## config.mk

```make
export PLATFORM = sky130hd
export DESIGN_NAME = hazard_ctrl
export DESIGN_NICKNAME = d
export VERILOG_FILES = /design/src/rtl/hazard_ctrl.sv
export SDC_FILE = /design/constraint.sdc
export NUM_CORES = 1
export LEC_CHECK = 0
export ABC_AREA = 1
export ABC_CLOCK_PERIOD_IN_PS = 2800
export CORE_AREA = 3 3 40 42
export CTS_CLUSTER_DIAMETER = 60
export DETAILED_ROUTE_END_ITERATION = 6
export DIE_AREA = 0 0 43 45
export HOLD_SLACK_MARGIN = 0.12
export PLACE_DENSITY = 0.83
export SLEW_MARGIN = 20
export SYNTH_ARGS = -nofsm -noshare
export SYNTH_HDL_FRONTEND = slang
export SYNTH_SLANG_ARGS = --single-unit
```

## constraint.sdc

```tcl
create_clock -name clk -period 2.8 [get_ports clk]
set_input_delay 0.7 -clock clk [delete_from_list [all_inputs] [get_ports clk]]
set_output_delay 0.7 -clock clk [all_outputs]
set_load 0.1 [all_outputs]
```

## src/rtl/hazard_ctrl.sv

```systemverilog
// Pipeline hazard/sequencing controller: load-use, EX redirect and multi-cycle MD unit.
// Optional HAZ_STATS_EN adds saturating stall/flush statistics counters.
module hazard_ctrl #(
    parameter int unsigned MD_LATENCY = 4,
    parameter int unsigned CNT_W      = 4
) (
    input  logic       clk,
    input  logic       rst_n,
    input  logic       ld_id_ex,
    input  logic [4:0] wr_num_id_ex,
    input  logic [4:0] rs_id,
    input  logic [4:0] rt_id,
    input  logic       uses_rt_id,
    input  logic       md_start_id,
    input  logic       md_dep_id,
    input  logic       redirect_ex,
    output logic       stall,
    output logic       flush_id_ex,
    output logic       flush_if_id,
    output logic       md_busy,
    output logic       md_done
`ifdef HAZ_STATS_EN
    ,
    output logic [15:0] stat_lu_stalls,
    output logic [15:0] stat_md_stalls,
    output logic [15:0] stat_flushes
`endif
);

    typedef enum logic [0:0] {
        RUN     = 1'b0,
        MD_BUSY = 1'b1
    } state_t;

    localparam logic [CNT_W-1:0] CNT_RELOAD = CNT_W'(MD_LATENCY - 1);
    localparam logic [CNT_W-1:0] CNT_ZERO   = {CNT_W{1'b0}};
    localparam logic [CNT_W-1:0] CNT_ONE    = {{(CNT_W-1){1'b0}}, 1'b1};

    state_t           r_state;
    state_t           w_state_nxt;
    logic [CNT_W-1:0] r_md_cnt;
    logic [CNT_W-1:0] w_md_cnt_nxt;

    logic w_lu_hz;
    logic w_md_hz;
    logic w_busy;
    logic w_cnt_last;
    logic w_stall;
    logic w_flush_id_ex;
    logic w_flush_if_id;
    logic w_issue;

    assign w_busy     = (r_state == MD_BUSY);
    assign w_cnt_last = (r_md_cnt == CNT_ONE);

    assign w_lu_hz = ld_id_ex & (wr_num_id_ex != 5'd0) &
                     ((wr_num_id_ex == rs_id) | (uses_rt_id & (wr_num_id_ex == rt_id)));

    // A lone mfhi/mflo is let through on the last busy cycle so it picks up the forwarded result.
    assign w_md_hz = w_busy & (md_start_id | md_dep_id) &
                     ~(w_cnt_last & md_dep_id & ~md_start_id);

    // Output priority: redirect kills the ID instruction, so it overrides any hazard stall.
    always_comb begin
        w_stall       = 1'b0;
        w_flush_id_ex = 1'b0;
        w_flush_if_id = 1'b0;
        if (!rst_n) begin
            w_stall       = 1'b0;
            w_flush_id_ex = 1'b0;
            w_flush_if_id = 1'b0;
        end else if (redirect_ex) begin
            w_stall       = 1'b0;
            w_flush_id_ex = 1'b1;
            w_flush_if_id = 1'b1;
        end else if (w_lu_hz | w_md_hz) begin
            w_stall       = 1'b1;
            w_flush_id_ex = 1'b1;
            w_flush_if_id = 1'b0;
        end else begin
            w_stall       = 1'b0;
            w_flush_id_ex = 1'b0;
            w_flush_if_id = 1'b0;
        end
    end

    assign stall       = w_stall;
    assign flush_id_ex = w_flush_id_ex;
    assign flush_if_id = w_flush_if_id;
    assign md_busy     = rst_n & w_busy;
    assign md_done     = rst_n & w_busy & w_cnt_last;

    // The mult/div only counts as issued when it actually advances into EX.
    assign w_issue = md_start_id & ~w_stall & ~redirect_ex;

    // Next-state and busy-counter update; redirects never cancel an operation already in EX.
    always_comb begin
        w_state_nxt  = r_state;
        w_md_cnt_nxt = r_md_cnt;
        case (r_state)
            RUN: begin
                if (w_issue) begin
                    w_state_nxt  = MD_BUSY;
                    w_md_cnt_nxt = CNT_RELOAD;
                end else begin
                    w_state_nxt  = RUN;
                    w_md_cnt_nxt = CNT_ZERO;
                end
            end
            MD_BUSY: begin
                if (w_cnt_last) begin
                    if (w_issue) begin
                        w_state_nxt  = MD_BUSY;
                        w_md_cnt_nxt = CNT_RELOAD;
                    end else begin
                        w_state_nxt  = RUN;
                        w_md_cnt_nxt = CNT_ZERO;
                    end
                end else if (r_md_cnt != CNT_ZERO) begin
                    w_state_nxt  = MD_BUSY;
                    w_md_cnt_nxt = r_md_cnt - CNT_ONE;
                end else begin
                    w_state_nxt  = RUN;
                    w_md_cnt_nxt = CNT_ZERO;
                end
            end
            default: begin
                w_state_nxt  = RUN;
                w_md_cnt_nxt = CNT_ZERO;
            end
        endcase
    end

    // State and counter registers.
    always_ff @(posedge clk or negedge rst_n) begin
        if (!rst_n) begin
            r_state  <= RUN;
            r_md_cnt <= CNT_ZERO;
        end else begin
            r_state  <= w_state_nxt;
            r_md_cnt <= w_md_cnt_nxt;
        end
    end

`ifdef HAZ_STATS_EN
    function automatic logic [15:0] sat_inc(input logic [15:0] val, input logic en);
        logic [15:0] res;
        if (en && (val != 16'hFFFF)) begin
            res = val + 16'd1;
        end else begin
            res = val;
        end
        return res;
    endfunction

    logic [15:0] r_stat_lu;
    logic [15:0] r_stat_md;
    logic [15:0] r_stat_fl;

    // Saturating event counters; a cycle with both hazards counts in both.
    always_ff @(posedge clk or negedge rst_n) begin
        if (!rst_n) begin
            r_stat_lu <= 16'd0;
            r_stat_md <= 16'd0;
            r_stat_fl <= 16'd0;
        end else begin
            r_stat_lu <= sat_inc(r_stat_lu, w_stall & w_lu_hz);
            r_stat_md <= sat_inc(r_stat_md, w_stall & w_md_hz);
            r_stat_fl <= sat_inc(r_stat_fl, w_flush_if_id);
        end
    end

    assign stat_lu_stalls = r_stat_lu;
    assign stat_md_stalls = r_stat_md;
    assign stat_flushes   = r_stat_fl;
`endif

endmodule

```

==> results.md <==
Outcome:
- The run finished with clean final reports.

Synth:
- The dominant combinational cell family by area after synthesis is simple AND/OR/NAND/NOR gates.
- The net count after synthesis is 120.
- Among all flip-flop cells after synthesis, the most frequent one is sky130_fd_sc_hd__dfrtp_1.
- The fraction of registers with async set or reset after synthesis is 100.0%.
- The number of instances in the synthesized netlist is 98.
- By area the synthesized netlist is led by sky130_fd_sc_hd__nand2_1 33%, sky130_fd_sc_hd__dfrtp_1 25%, sky130_fd_sc_hd__inv_1 13%.
- For this run, the number of Yosys warnings is 0.
- Summing the areas of all fa, ha and maj instances in the mapped netlist gives 0% of the synthesized area.
- After synthesis, the share of cell area in mux cells is 0%.
- The area share of the largest cell type after synthesis is 33.42%.
- The register area share after synthesis is 24.75%.
- The cell area that synthesis handed to floorplanning was 505.5 µm².
- The synthesized design contains 0 enable-type register cells.
- After synthesis the netlist holds a flip-flop and latch count of 5.
- The most frequently used cell type in the post-synthesis netlist is sky130_fd_sc_hd__nand2_1.
- After Yosys synthesis, XOR and XNOR cells account for 1.733% of the synthesized area.
- The share of the synthesized area in compound gates (AO/OA/AOI/OAI) is 4.703%.
- The number of unique standard cell types used by synthesis is 15.
- The biggest area contributor in the post-synthesis netlist is sky130_fd_sc_hd__nand2_1.
- The average instance area after synthesis is 5.158 µm².
- By count the netlist is led by 45 x sky130_fd_sc_hd__nand2_1, 18 x sky130_fd_sc_hd__inv_1, 11 x sky130_fd_sc_hd__nor2_1.
- The synthesized netlist devotes 50.99% of its cell area to simple gates.

Placement:
- The cell count after placement is 140.
- Once detailed placement completed, the half-perimeter wirelength came to 1.166 mm.
- The weighted congestion reported at the end of routability-driven placement is 0.7511.
- OpenSTA, run right after detailed placement, puts the worst setup slack at -0.03179 ns.
- During placement, the flow inserted port buffers numbering 26.

Power and ir drop:
- The power density over cell area is 346.6 mW/mm².
- The clock network is responsible for 28.0% of the overall power.
- The worst supply voltage drop on vdd is 0.1987 mV.
- The switching power as a share of total power is 38.01%.
- The static leakage is 0.5631 nW.
- The internal power of the cells is 190.9 µW.
- The power spent charging and discharging nets is 117.0 µW.
- Combinational logic is responsible for 45.2% of the overall power.
- Sequential cells burn 26.8% of the power.

Finish:
- Fill cells in the final layout number 116.
- The footprint of the multi-input gates is 297.8 µm².
- The proportion of layout cells with a drive suffix above 1 is 16.28%.
- The number of nets at the end of the flow is 152.
- The signed area change from the synthesized netlist to the final layout is 75.74%.
- The sequential cell area in the final layout is 125.1 µm².
- The number of diodes is 0.
- Cells fill 69.13% of the core in the end.
- The final instance count without filler cells is 144.

Critical path:
- Traced cell by cell, the critical path runs through clkdlybuf4s50_1 > inv_1 > nand2_1 > nand2_1 > nor2_1 > nand3_1 > nand2_1 > nand2_1 > nand2_2 > nand2_1 > nand2_2 > buf_12.
- By instance count, the cell type seen most on the critical path is sky130_fd_sc_hd__nand2_1.
- The element type at the critical path end is an output pin.
- In this run the register-to-register setup slack is 1.58 ns.
- STA puts the critical path data required time at 2.10 ns.
- The critical path class is in2out.
- STA classifies the critical path startpoint as a primary input.
- Grouping stages by cell kind, the critical path spends the most delay in buffers and inverters.
- The cell depth of the worst flop-to-flop path is 7.
- For the worst setup path, the data arrival time is 2.04 ns.
- The launching instance or port of the critical path is rs_id[1].
- The endpoint identified for the worst register-to-register timing path is r_state.
- The slowest stage cell on the critical path is sky130_fd_sc_hd__clkdlybuf4s50_1.
- The worst register-to-register path begins at r_md_cnt[1].
- In this run the worst path has a maximum fanout of 2.
- The total buffers and inverters traversed by the critical path is 3.
- The maximum cell stage delay along the critical path is 0.48 ns.

GRT:
- The number of antenna violations at the first check in global routing came to 0.
- The wire length of the first global-routing pass is 2.173 mm.
- The global router's overall resource usage is 14.46%.
- Summed over all layers, the global routing overflow is 0.
- The via count of the first global-routing pass came to 588.
- Entering global routing, the biggest net connects 8 pins.

Clock network:
- For the worst-skew pair, the clock arrives at the later sink with an insertion delay of 0.24 ns.
- The number of levels in the clock H-tree is 1.
- The tree is rooted in a sky130_fd_sc_hd__clkbuf_4.
- The post-CTS repair timing setup buffer count is 0.
- The CTS sink count is 5.
- The number of buffers added by the clock tree synthesis step is 3.
- The buffer depth of the longest clock path is 2.
- The TritonCTS clock tree is yes.
- The number of hold-repair buffers added at the cts stage is 0.
- The clock-pin slew on the worst setup and hold paths is 0.04 ns.

STA:
- At the pin with the least slew margin, the transition time is 0.2807 ns.
- The worst path setup slack after routing is 0.06028 ns.
- The number of max-slew violations in the final report is 0.
- The setup-violating endpoint count in the final report is 0.
- The smallest clock period supported by the final layout is computed as 2.740 ns.
- Setup repair after global routing left no endpoint under its margin.
- The hold violation total from the final report is 0.
- Clock skew on the completed layout was measured at 0.006774 ns.
- Static timing analysis puts the maximum clock frequency at 365.0 MHz.
- The worst slew margin relative to its limit is 81.23%.
- After layout, the worst path uses 97.85% of the clock period.

Route:
- Summed over all layers, the routed wires come to 1.412 mm.
- Dividing the detail-routed wire length by the instance count gives 9.806 µm.
- The number of vias after detailed routing is 665.
- The ratio of routed vias to standard cells is 4.618.
- After the first detailed-routing iteration, the DRC count stood at 16.
- The detailed-route DRC error count is 0.
- The detail route stage leaves a number of antenna-violating nets equal to 0.
- The number of search-and-repair iterations in the first detailed-routing pass is 4.

Floorplan:
- For this configuration, the core starts out at a cell density of 39.34%.
- The die covers 0.001935 mm².
- The core region area is 0.001285 mm².
- The boundary pin count is 27.
- In this run the core area contains 13 standard-cell rows.
- The die width is 43 µm.
- The height of the chip is 45 µm.

Worst hold path:
- The kind of path behind the tightest hold check is reg2reg.
- The worst hold path begins at r_md_cnt[3].
- The number of stages on the worst hold path is 2.
- For hold timing, the worst endpoint is r_md_cnt[3].

Flow run:
- The number of max-cap violations is 0.
-- what timing repair did --
action / CTS / global route
resized for setup: 4 / 6
pin swaps: 0 / 5
setup endpoints to repair: 2 / 2
-- sequential cells by signal, summed over array words and instances (netlist names) --
name      count
r_md_cnt      4
r_state       1
-- cells by family (layout without fill, tap and decap cells) --
| logic type | after synthesis | count (layout) |
|---|---|---|
| buf+inv | 24 | 55 |
| flops | 5 | 5 |
| simple gates | 64 | 64 |
| compound gates | 4 | 4 |
| xor+xnor | 1 | 1 |
-- cell usage in the layout, fill, tap and decap left out, drive strengths merged, types with 2 or more instances in the layout --
cell type / synthesis / final
buf: 0 / 6
dlygate4sd2: 0 / 2
nand3: 2 / 2
clkdlybuf4s50: 0 / 13
nand2: 48 / 48
dlymetal6s2s: 0 / 6
clkbuf: 0 / 4
nor2: 11 / 11
inv: 24 / 24
dfrtp: 5 / 5
-- through the flow --
step | area [µm²] | hold slack [ns] | power, mW | TNS [ns]
after global routing | 888.4 | 0.5868 | 0.3273 | 0
after detailed placement | 847.1 | 0.5356 | 0.2231 | -0.06201
after global placement | 847.1 | 0.5165 | 0.2197 | 0
after CTS | 873.3 | 0.5436 | 0.3102 | 0
final | 888.4 | 0.5498 | 0.3079 | 0
after floorplan | 510.5 | 0.4044 | 0.1581 | 0
-- worst min-delay path, cell delays in order (launching register included) --
cell and delay, ns:
sky130_fd_sc_hd__dfrtp_1 0.39, sky130_fd_sc_hd__nand2_1 0.07, sky130_fd_sc_hd__nor2_1 0.05
-- power by group through the flow --
stage               logic (mW)  clock network (mW)  registers [mW]
floorplan               0.0759                   0          0.0823
global placement         0.136                   0          0.0833
detailed placement       0.140                   0          0.0832
CTS                      0.141              0.0872          0.0825
global route             0.149              0.0952          0.0831
finish                   0.139              0.0862          0.0827
-- metal layers --
layer	wire length (µm)	vias to the layer above	track usage [%]
met1	598	291	14.88
met2	753	27	30.84
met3	60	0	1.195
met5	0	-	0
li1	-	347	-
met4	0	0	3.614
-- layout make-up --
type | count | share of cell area [%]
tap | 15 | 2.113
sequential | 5 | 14.08
timing repair buffer | 27 | 37.18
inverter | 24 | 10.14
multi-input combinational | 69 | 33.52
clock buffer | 4 | 2.958
-- worst max-delay path by stage --
stage	endpoint	depth (start not counted)
after floorplan	md_done	2
after global placement	flush_id_ex	12
after detailed placement	flush_id_ex	12
after CTS	flush_id_ex	12
after global routing	flush_id_ex	12
final	flush_id_ex	12
No activity file was read; power rests on OpenSTA's default activity.
